===== src/rtl/tty_pkg.sv =====
`default_nettype none
// ============================================================================
// tty_pkg : shared types and constants for the TTY write arbiter
// Revision: 1.0
// ============================================================================
package tty_pkg;

  localparam int DATA_W            = 8;
  localparam int KEY_DEPTH_DEFAULT = 8;

  // Bit positions inside the CPU-visible status byte
  localparam int ST_KEY     = 0;
  localparam int ST_BUSY    = 1;
  localparam int ST_KBOVF   = 2;
  localparam int ST_CPUOVF  = 3;
  localparam int ST_ECHOOVF = 4;

  typedef enum logic [1:0] {
    IDLE  = 2'd0,
    ISSUE = 2'd1,
    GAP   = 2'd2
  } arb_state_t;

  typedef enum logic {
    CPU  = 1'b0,
    ECHO = 1'b1
  } grant_t;

endpackage
`default_nettype wire


===== src/rtl/tty_key_fifo.sv =====
`default_nettype none
// ============================================================================
// tty_key_fifo : key-code FIFO; a push while full is kept only if a pop
//                happens in the same cycle. Revision: 1.0
// ============================================================================
module tty_key_fifo
  import tty_pkg::*;
#(
  parameter int DEPTH = KEY_DEPTH_DEFAULT,
  parameter int WIDTH = DATA_W
) (
  input  logic             clk,
  input  logic             rst_n,
  input  logic             push,
  input  logic [WIDTH-1:0] push_data,
  input  logic             pop,
  output logic [WIDTH-1:0] head,
  output logic             full,
  output logic             empty,
  output logic             drop
);

  localparam int AW = $clog2(DEPTH);
  localparam logic [AW:0] CNT_FULL = (AW + 1)'(DEPTH);

  logic [WIDTH-1:0] mem [DEPTH];
  logic [AW-1:0]    wr_ptr;
  logic [AW-1:0]    rd_ptr;
  logic [AW:0]      count;
  logic [AW:0]      count_next;
  logic             do_push;
  logic             do_pop;

  assign full    = (count == CNT_FULL);
  assign do_pop  = pop & ~empty;
  assign do_push = push & (~full | do_pop);
  assign drop    = push & full & ~do_pop;
  assign head    = mem[rd_ptr];

  always_comb begin
    count_next = count;
    case ({do_push, do_pop})
      2'b10:   count_next = count + 1'b1;
      2'b01:   count_next = count - 1'b1;
      default: count_next = count;
    endcase
  end

  // Power-of-two depth lets the pointers wrap on their own
  always_ff @(posedge clk or negedge rst_n) begin
    if (!rst_n) begin
      wr_ptr <= '0;
      rd_ptr <= '0;
      count  <= '0;
      empty  <= 1'b1;
    end else begin
      if (do_push) wr_ptr <= wr_ptr + 1'b1;
      if (do_pop)  rd_ptr <= rd_ptr + 1'b1;
      count <= count_next;
      empty <= (count_next == '0);
    end
  end

  always_ff @(posedge clk) begin
    if (do_push) mem[wr_ptr] <= push_data;
  end

endmodule
`default_nettype wire


===== src/rtl/tty_write_arbiter.sv =====
`default_nettype none
// ============================================================================
// tty_write_arbiter : round-robin sharing of the VGA character write port
//                     between CPU writes and keyboard echo. Revision: 1.0
// ============================================================================
module tty_write_arbiter
  import tty_pkg::*;
#(
  parameter int KEY_DEPTH = KEY_DEPTH_DEFAULT,
  parameter int WR_GAP    = 3
) (
  input  logic       clk_50mhz,
  input  logic       rst_n,
  input  logic       cpu_wr,
  input  logic [7:0] cpu_wdata,
  input  logic       cpu_rd,
  input  logic       cpu_rsel,
  output logic [7:0] cpu_rdata,
  output logic       cpu_busy,
  input  logic       kb_valid,
  input  logic [7:0] kb_ascii,
  input  logic       echo_en,
  output logic       vm_write,
  output logic [7:0] vm_data,
  output logic       key_irq
);

  localparam int GAP_W = (WR_GAP <= 1) ? 1 : $clog2(WR_GAP);
  localparam logic [GAP_W-1:0] GAP_LAST = GAP_W'((WR_GAP > 0) ? WR_GAP - 1 : 0);

  arb_state_t       state;
  grant_t           grant;
  grant_t           last_grant;
  grant_t           next_grant;
  logic [GAP_W-1:0] gap_cnt;

  logic [7:0] cpu_hold;
  logic [7:0] echo_hold;
  logic       echo_full;
  logic       cpu_ovf;
  logic       kb_ovf;
  logic       echo_ovf;
  logic [7:0] status;

  logic       cpu_load;
  logic       cpu_drop;
  logic       echo_load;
  logic       echo_drop;
  logic       issue_cpu;
  logic       issue_echo;
  logic       key_rd;
  logic       stat_rd;
  logic [7:0] fifo_head;
  logic       fifo_full;
  logic       fifo_empty;
  logic       kb_drop;

  assign cpu_load   = cpu_wr & ~cpu_busy;
  assign cpu_drop   = cpu_wr & cpu_busy;
  assign echo_load  = kb_valid & echo_en & ~echo_full;
  assign echo_drop  = kb_valid & echo_en & echo_full;
  assign issue_cpu  = (state == ISSUE) && (grant == CPU);
  assign issue_echo = (state == ISSUE) && (grant == ECHO);
  assign key_rd     = cpu_rd & ~cpu_rsel;
  assign stat_rd    = cpu_rd & cpu_rsel;
  assign key_irq    = ~fifo_empty;

  tty_key_fifo #(
    .DEPTH (KEY_DEPTH),
    .WIDTH (DATA_W)
  ) u_key_fifo (
    .clk       (clk_50mhz),
    .rst_n     (rst_n),
    .push      (kb_valid),
    .push_data (kb_ascii),
    .pop       (key_rd),
    .head      (fifo_head),
    .full      (fifo_full),
    .empty     (fifo_empty),
    .drop      (kb_drop)
  );

  always_comb begin
    status             = 8'h00;
    status[ST_KEY]     = key_irq;
    status[ST_BUSY]    = cpu_busy;
    status[ST_KBOVF]   = kb_ovf;
    status[ST_CPUOVF]  = cpu_ovf;
    status[ST_ECHOOVF] = echo_ovf;
  end

  always_comb begin
    next_grant = CPU;
    if (cpu_busy && echo_full)
      next_grant = (last_grant == CPU) ? ECHO : CPU;
    else if (echo_full)
      next_grant = ECHO;
  end

  // A held entry is freed only by its own ISSUE cycle, so loads never collide with frees
  always_ff @(posedge clk_50mhz or negedge rst_n) begin
    if (!rst_n) begin
      cpu_hold  <= 8'h00;
      cpu_busy  <= 1'b0;
      echo_hold <= 8'h00;
      echo_full <= 1'b0;
    end else begin
      if (cpu_load) begin
        cpu_hold <= cpu_wdata;
        cpu_busy <= 1'b1;
      end else if (issue_cpu) begin
        cpu_busy <= 1'b0;
      end
      if (echo_load) begin
        echo_hold <= kb_ascii;
        echo_full <= 1'b1;
      end else if (issue_echo) begin
        echo_full <= 1'b0;
      end
    end
  end

  // Overflow events take priority over the clear-on-read of the status byte
  always_ff @(posedge clk_50mhz or negedge rst_n) begin
    if (!rst_n) begin
      cpu_ovf   <= 1'b0;
      kb_ovf    <= 1'b0;
      echo_ovf  <= 1'b0;
      cpu_rdata <= 8'h00;
    end else begin
      cpu_ovf  <= cpu_drop  | (cpu_ovf  & ~stat_rd);
      kb_ovf   <= kb_drop   | (kb_ovf   & ~stat_rd);
      echo_ovf <= echo_drop | (echo_ovf & ~stat_rd);
      if (key_rd)
        cpu_rdata <= fifo_empty ? 8'h00 : fifo_head;
      else if (stat_rd)
        cpu_rdata <= status;
    end
  end

  always_ff @(posedge clk_50mhz or negedge rst_n) begin
    if (!rst_n) begin
      state      <= IDLE;
      grant      <= CPU;
      last_grant <= ECHO;
      gap_cnt    <= '0;
      vm_write   <= 1'b0;
      vm_data    <= 8'h00;
    end else begin
      case (state)
        IDLE: begin
          if (cpu_busy || echo_full) begin
            grant    <= next_grant;
            vm_data  <= (next_grant == CPU) ? cpu_hold : echo_hold;
            vm_write <= 1'b1;
            state    <= ISSUE;
          end
        end
        ISSUE: begin
          vm_write   <= 1'b0;
          last_grant <= grant;
          gap_cnt    <= '0;
          state      <= (WR_GAP > 0) ? GAP : IDLE;
        end
        GAP: begin
          if (gap_cnt == GAP_LAST)
            state <= IDLE;
          else
            gap_cnt <= gap_cnt + 1'b1;
        end
        default: begin
          vm_write <= 1'b0;
          state    <= IDLE;
        end
      endcase
    end
  end

endmodule
`default_nettype wire


===== config.mk =====
export PLATFORM = sky130hd
export DESIGN_NAME = tty_write_arbiter
export DESIGN_NICKNAME = d
export VERILOG_FILES = /design/src/rtl/tty_pkg.sv /design/src/rtl/tty_key_fifo.sv /design/src/rtl/tty_write_arbiter.sv
export SDC_FILE = /design/constraint.sdc
export NUM_CORES = 1
export LEC_CHECK = 0
export CAP_MARGIN = 20
export CORE_MARGIN = 3
export CORE_UTILIZATION = 55
export CTS_CLUSTER_DIAMETER = 40
export DETAILED_ROUTE_END_ITERATION = 10
export GPL_TIMING_DRIVEN = 0
export PLACE_DENSITY = 0.76
export SLEW_MARGIN = 20
export SYNTH_ARGS = -nofsm -noshare
export SYNTH_HDL_FRONTEND = slang
export SYNTH_SLANG_ARGS = --single-unit

===== constraint.sdc =====
create_clock -name clk_50mhz -period 6.7 [get_ports clk_50mhz]
set_clock_uncertainty 0.1 [all_clocks]
set_input_delay 1.34 -clock clk_50mhz [delete_from_list [all_inputs] [get_ports clk_50mhz]]
set_output_delay 1.34 -clock clk_50mhz [all_outputs]
set_load 0.05 [all_outputs]

==> flow_summary.ini, run 1 <==
[placement]
place_area_sq_um = 5490
placed_cells = 493
io_buffer_count = 40
place_congestion = 0.775
place_hpwl_mm = 6.21

[routing]
num_vias = 3008
first_pass_iters = 5
drt_iter0_drc = 234
routed_wl_mm = 9.97
drc = 0
vias_per_cell = 5.73
drt-wirelength-per-cell_microns = 19.0
ant_nets = 0

[timing]
min_period_ps = 3660
worstMarginPinSlew_ps = 948
finalSetupTns_ps = 0
maxSlewHeadroom = 0.366
setup_viol_count_final = 0
fmaxAchievable_mhz = 273
final_hold_viol_count = 0
period_share = 0.547
drv_slew = 0
rsz0062_at_grt = no

[floorplan]
core_area_sq_um = 8460
start_util = 0.585
placementRows = 33
die_h_microns = 101
dieWidth_microns = 101
dieArea_sq_um = 10200
io-pin-count = 42

[global_routing]
grt_max_degree = 56
busiest_layer = met2
grtUsageTotal = 0.214
grt_pass1_vias = 3076
met3_usage = 0.0561
grt_util_met2 = 0.346
grt_pass1_wl_mm = 15.9
antenna_found_initial = 0
gr-total-overflow = 0
met1_usage = 0.272

[worst_setup_path]
cp.arrival_ps = 4000
worstSetupEndpointType = register
slowest_stage = clkdlybuf4s50_1
cp_slowest_stage_delay_ps = 590
path_cells = clkdlybuf4s50_1 > or3b_4 > nand4b_2 > nand2_2 > ha_1 > buf_2 > or4b_1 > a21o_2 > o221ai_2 > nor3_2
worstSetupStartpointType = primary input
r2r_cells = 9
cp_max_fo = 10
crit_family = simple AND/OR/NAND/NOR gates
critPathKind = in -> reg
cp_num_buf_inv = 2
required_ps = 7040
crit_cells = 10

[logic_synthesis]
synth_cell_types = 45
synth_top_family_by_area = multiplexers
yosys.area_share.adder = 0.0152
synth_area_sq_um = 4950
ys_top_cells_by_area = edfxtp_1, dfrtp_1, mux2i_1, mux2_2, nand2_1
synth_nets = 377
synth_top_area_share = 0.388
synthXorXnorAreaFrac = 0.0124
yosys_warnings = 0
synth_top_area_cell = edfxtp_1
ys_ff_latch = 119
synth_mux_area_frac = 0.131
synth_compound_area_frac = 0.0713
synth-simple-area-share = 0.0819
synth.avg_cell_area_sq_um = 14.2
yosysSeqAreaShare = 0.667
synth_cells = 348

[pwr]
power_frac_seq = 0.378
p_int_uw = 1920
combinationalPowerShare = 0.340
ir_drop_mv = 0.329
power.switching_uw = 1090
clkPwrFrac = 0.282
p_per_area_nw_per_um2 = 499
finalPower_uw = 3020
power.leakage_uw = 0.00237
switching_share = 0.362

[clock_tree]
cts_hold_repair.buffers = 0
tritoncts = built
cts_buffers = 17
clk_pin_slew_ps = 60
insertion_delay_ps = 520
cts_root_buf = clkbuf_8
cts_buffer_depth = 2
cts_setup_buffers = 0
cts_sinks = 119
cts_resized = 0
cts_max_level = 4

[finish]
nNetsFinal = 436
antennaDiodeCount = 0
fin_area_sq_um = 6050
multi_input_area_sq_um = 1550
area_delta_synth_final_pct = 22.3
drive_above_1_share = 0.169
fillers = 558
regArea_sq_um = 3300
final_cells = 525

[worst_hold_path]
hp-class = reg -> reg
min_path_cells = 2

[job]
maxCapViolCount = 0

[outcome]
outcome = completed
final timing paths:
kind / startpoint / slack [ps] / endpoint
worst max-delay path: cpu_rd / 3040 / u_key_fifo.empty
worst min-delay path: last_grant / 370 / last_grant
worst max register to register: u_key_fifo.empty / 4120 / u_key_fifo.empty
worst min register to register: last_grant / 370 / last_grant
max in group asynchronous: rst_n / 5250 / grant
min in group asynchronous: rst_n / 780 / cpu_rdata[6]
metrics by stage:
step | setup slack (ps) | hold slack, ps | utilization
floorplan | 3260 | 339 | -
global placement | 2400 | 351 | 0.648
detailed placement | 2510 | 359 | 0.648
CTS | 3050 | 373 | 0.715
global route | 2910 | 398 | 0.715
finish | 3040 | 368 | 0.715
synthesized netlist by cell type, drive strengths merged:
| cell type | n |
|---|---|
| a2111oi | 1 |
| a21boi | 1 |
| a21o | 2 |
| a21oi | 1 |
| a221oi | 1 |
| a22o | 3 |
| a22oi | 15 |
| a32o | 1 |
| and2 | 1 |
| buf | 6 |
| clkbuf | 9 |
| dfrtp | 53 |
| dfstp | 2 |
| edfxtp | 64 |
| ha | 6 |
| inv | 11 |
| mux2 | 19 |
| mux2i | 41 |
| mux4 | 1 |
| nand2 | 34 |
| nand2b | 4 |
| nand3 | 9 |
| nand3b | 4 |
| nand4b | 1 |
| nor2 | 12 |
| nor2b | 6 |
| nor3 | 4 |
| o21a | 1 |
| o21ai | 20 |
| o221ai | 1 |
| o31ai | 1 |
| o41ai | 1 |
| or3 | 1 |
| or3b | 2 |
| or4 | 1 |
| or4b | 1 |
| xnor2 | 6 |
| xor2 | 1 |
layer usage:
layer,up-vias,part of all wire
met5,-,0
met4,0,0.012
met1,1496,0.43
li1,1406,-
met3,11,0.058
met2,95,0.50
cell type report:
type | instances | share of cell area
multi-input combinational | 203 | 0.256
tap | 105 | 0.0217
timing repair buffer | 40 | 0.0657
inverter | 11 | 0.00682
clock inverter | 14 | 0.0225
clock buffer | 18 | 0.0707
buffer | 15 | 0.0110
sequential | 119 | 0.545
flip-flops by register name, summed over array words and instances, names as in the netlist, 2 cells and up:
signal and flops:
cpu_rdata 8, state 2, u_key_fifo.rd_ptr 3, u_key_fifo.wr_ptr 3, echo_hold 8, u_key_fifo.count 4
vm_data 8, cpu_hold 8, u_key_fifo.mem 64, gap_cnt 2
power by group through the flow:
stage	Clock [uW]	Combinational (uW)	Sequential, uW
6_report	853	1030	1140
5_1_grt	902	1120	1170
4_1_cts	862	1040	1140
3_5_place_dp	0	1020	1150
3_3_place_gp	0	998	1140
2_1_floorplan	0	577	1280
cell usage in the layout (no fill, tap or decap), types with 4 or more instances in the layout:
cell             synthesis  final
nor2b_1                  6      6
inv_6                    0      8
o21ai_1                  4      4
nand2_1                 33     33
nand2b_1                 4      4
xnor2_1                  6      6
inv_1                   10     10
clkbuf_1                 9      9
ha_1                     6      6
edfxtp_1                64     64
clkbuf_16                0     16
nor2_1                  12     12
mux2_2                  18     18
nand3b_1                 4      4
dfrtp_1                 53     53
a22oi_1                 15     15
nand3_1                  9      9
o21ai_0                 16     16
buf_2                    5      5
mux2i_1                 41     41
clkdlybuf4s50_1          0     39
tightest hold or removal path: cells and delay by family, from the launching register on:
family        cells  cell delay [ps]
flops             1              370
simple gates      2              100
kinds of logic after synthesis:
group	after synthesis
flops	119
mux	61
simple gates	80
fa+ha+maj	6
buf+inv	26
compound gates	49
xor+xnor	7
Note: power is estimated with default switching activity, not from simulation.
==> run 2, diff against run 1 <==
- CORE_UTILIZATION: 55 -> 52
- clock period: 6.7 -> 3.2 ns (I/O delays scaled with it)
==> flow_summary.ini, run 2 (same netlist as run 1, synthesis figures left out) <==
[pwr]
ir_drop_mv = 0.706
combinationalPowerShare = 0.338
power_frac_seq = 0.374
switching_share = 0.351
p_int_uw = 4140
power.switching_uw = 2240
finalPower_uw = 6380
power.leakage_uw = 0.00239
clkPwrFrac = 0.288
p_per_area_nw_per_um2 = 1050

[finish]
area_delta_synth_final_pct = 23.3
regArea_sq_um = 3300
drive_above_1_share = 0.167
top_register = u_key_fifo.mem
final_common_cell = edfxtp_1
fillers = 643
final_cell_mix = edfxtp_1, dfrtp_1, mux2i_1, clkdlybuf4s50_1, nand2_1
nNetsFinal = 436
largest_reg_flops = 64
fin_area_sq_um = 6100
antennaDiodeCount = 0
final_cells = 546
multi_input_area_sq_um = 1560

[clock_tree]
cts_buffers = 17
cts_setup_buffers = 0
cts_max_level = 4
cts_hold_repair.buffers = 0
insertion_delay_ps = 510
cts_resized = 0
cts_sinks = 119
cts_buffer_depth = 2
cts_root_buf = clkbuf_8
clk_pin_slew_ps = 50
tritoncts = built

[routing]
drt_iter0_drc = 170
num_vias = 3021
vias_per_cell = 5.53
drc = 0
drt-wirelength-per-cell_microns = 18.5
first_pass_iters = 5
routed_wl_mm = 10.1
ant_nets = 0

[global_routing]
grtUsageTotal = 0.199
antenna_found_initial = 0
gr-total-overflow = 0
grt_max_degree = 56
grt_pass1_wl_mm = 16.5
grt_pass1_vias = 3122

[timing]
min_period_ps = 2760
timing.hold.ws_ps = 67.7
period_share = 0.861
worstMarginPinSlew_ps = 980
setup_viol_count_final = 0
drv_slew = 0
final_hold_viol_count = 0
rsz0062_at_grt = no
maxSlewHeadroom = 0.344
fmaxAchievable_mhz = 363
finalSetupTns_ps = 0

[worst_setup_path]
critPathKind = in -> reg
worstSetupEndpointType = register
r2r_cells = 10
worstSetupStartpointType = primary input
cp.arrival_ps = 3090
required_ps = 3530
cp_max_fo = 7

[floorplan]
dieArea_sq_um = 10700
core_area_sq_um = 8980
placementRows = 34
io-pin-count = 42
start_util = 0.551
die_h_microns = 104
dieWidth_microns = 104

[placement]
place_hpwl_mm = 6.49
io_buffer_count = 40
placed_cells = 514
place_area_sq_um = 5520
place_congestion = 0.734

[worst_hold_path]
hp-class = in -> async

[job]
maxCapViolCount = 0

[outcome]
outcome = completed
## run 2: changes by cell type in the layout (fill, tap and decap cells not counted)
cell             before  now
bufinv_16             1    3
clkdlybuf4s50_1      39   37
clkinv_4              1    2
inv_6                 8    0
o41ai_2               0    1
clkinv_1              0    1
o41ai_1               1    0
clkbuf_8              2    1
clkbuf_1              9   10
dlymetal6s2s_1        0    2
clkinv_2              1    5
## run 2: final timing paths
| check | slack (ps) | startpoint | end |
|---|---|---|---|
| setup / recovery | 440 | cpu_rd | u_key_fifo.empty |
| hold / removal | 70 | rst_n | cpu_rdata[0] |
| setup reg to reg | 510 | u_key_fifo.empty | u_key_fifo.empty |
| hold reg to reg | 390 | last_grant | last_grant |
| max in group asynchronous | 2450 | rst_n | cpu_rdata[4] |
| min in group clk_50mhz | 390 | last_grant | last_grant |
## run 2: metal layers
metal / vias up / global-route usage / routed length [microns]
met2: 89 / 0.323 / 5080
met3: 15 / 0.0491 / 526
met4: 0 / 0.0807 / 175
met1: 1506 / 0.259 / 4310
li1: 1411 / - / -
met5: - / 0 / 0
## run 2: cell type report
cell class / count / share of cell area
Buffer: 15 / 0.0109
Multi-Input combinational cell: 203 / 0.255
Tap cell: 126 / 0.0258
Sequential cell: 119 / 0.541
Timing Repair Buffer: 40 / 0.0660
Inverter: 11 / 0.00676
Clock buffer: 18 / 0.0685
Clock inverter: 14 / 0.0260
## run 2: worst max-delay path: stages
cell and delay, ps:
dlymetal6s2s_1 240, or3b_4 460, nand4b_2 170, nand2_2 120, ha_1 280, xor2_1 160
ha_1 180, a21oi_1 170, mux2i_1 280, xnor2_1 160, nor3_2 220
## run 2: power groups by stage
stage	combinational [uW]	clock (uW)	sequential (uW)
floorplan	1210	0	2680
global placement	2070	0	2380
detailed placement	2150	0	2400
CTS	2170	1860	2380
global route	2340	1920	2450
finish	2160	1840	2390
## run 2: per-stage QoR
stage          setup slack [ps]  utilization
2_1_floorplan               464            -
3_3_place_gp               -375        0.614
3_5_place_dp               -420        0.614
4_1_cts                    89.5        0.679
5_1_grt                     318        0.680
6_report                    444        0.680
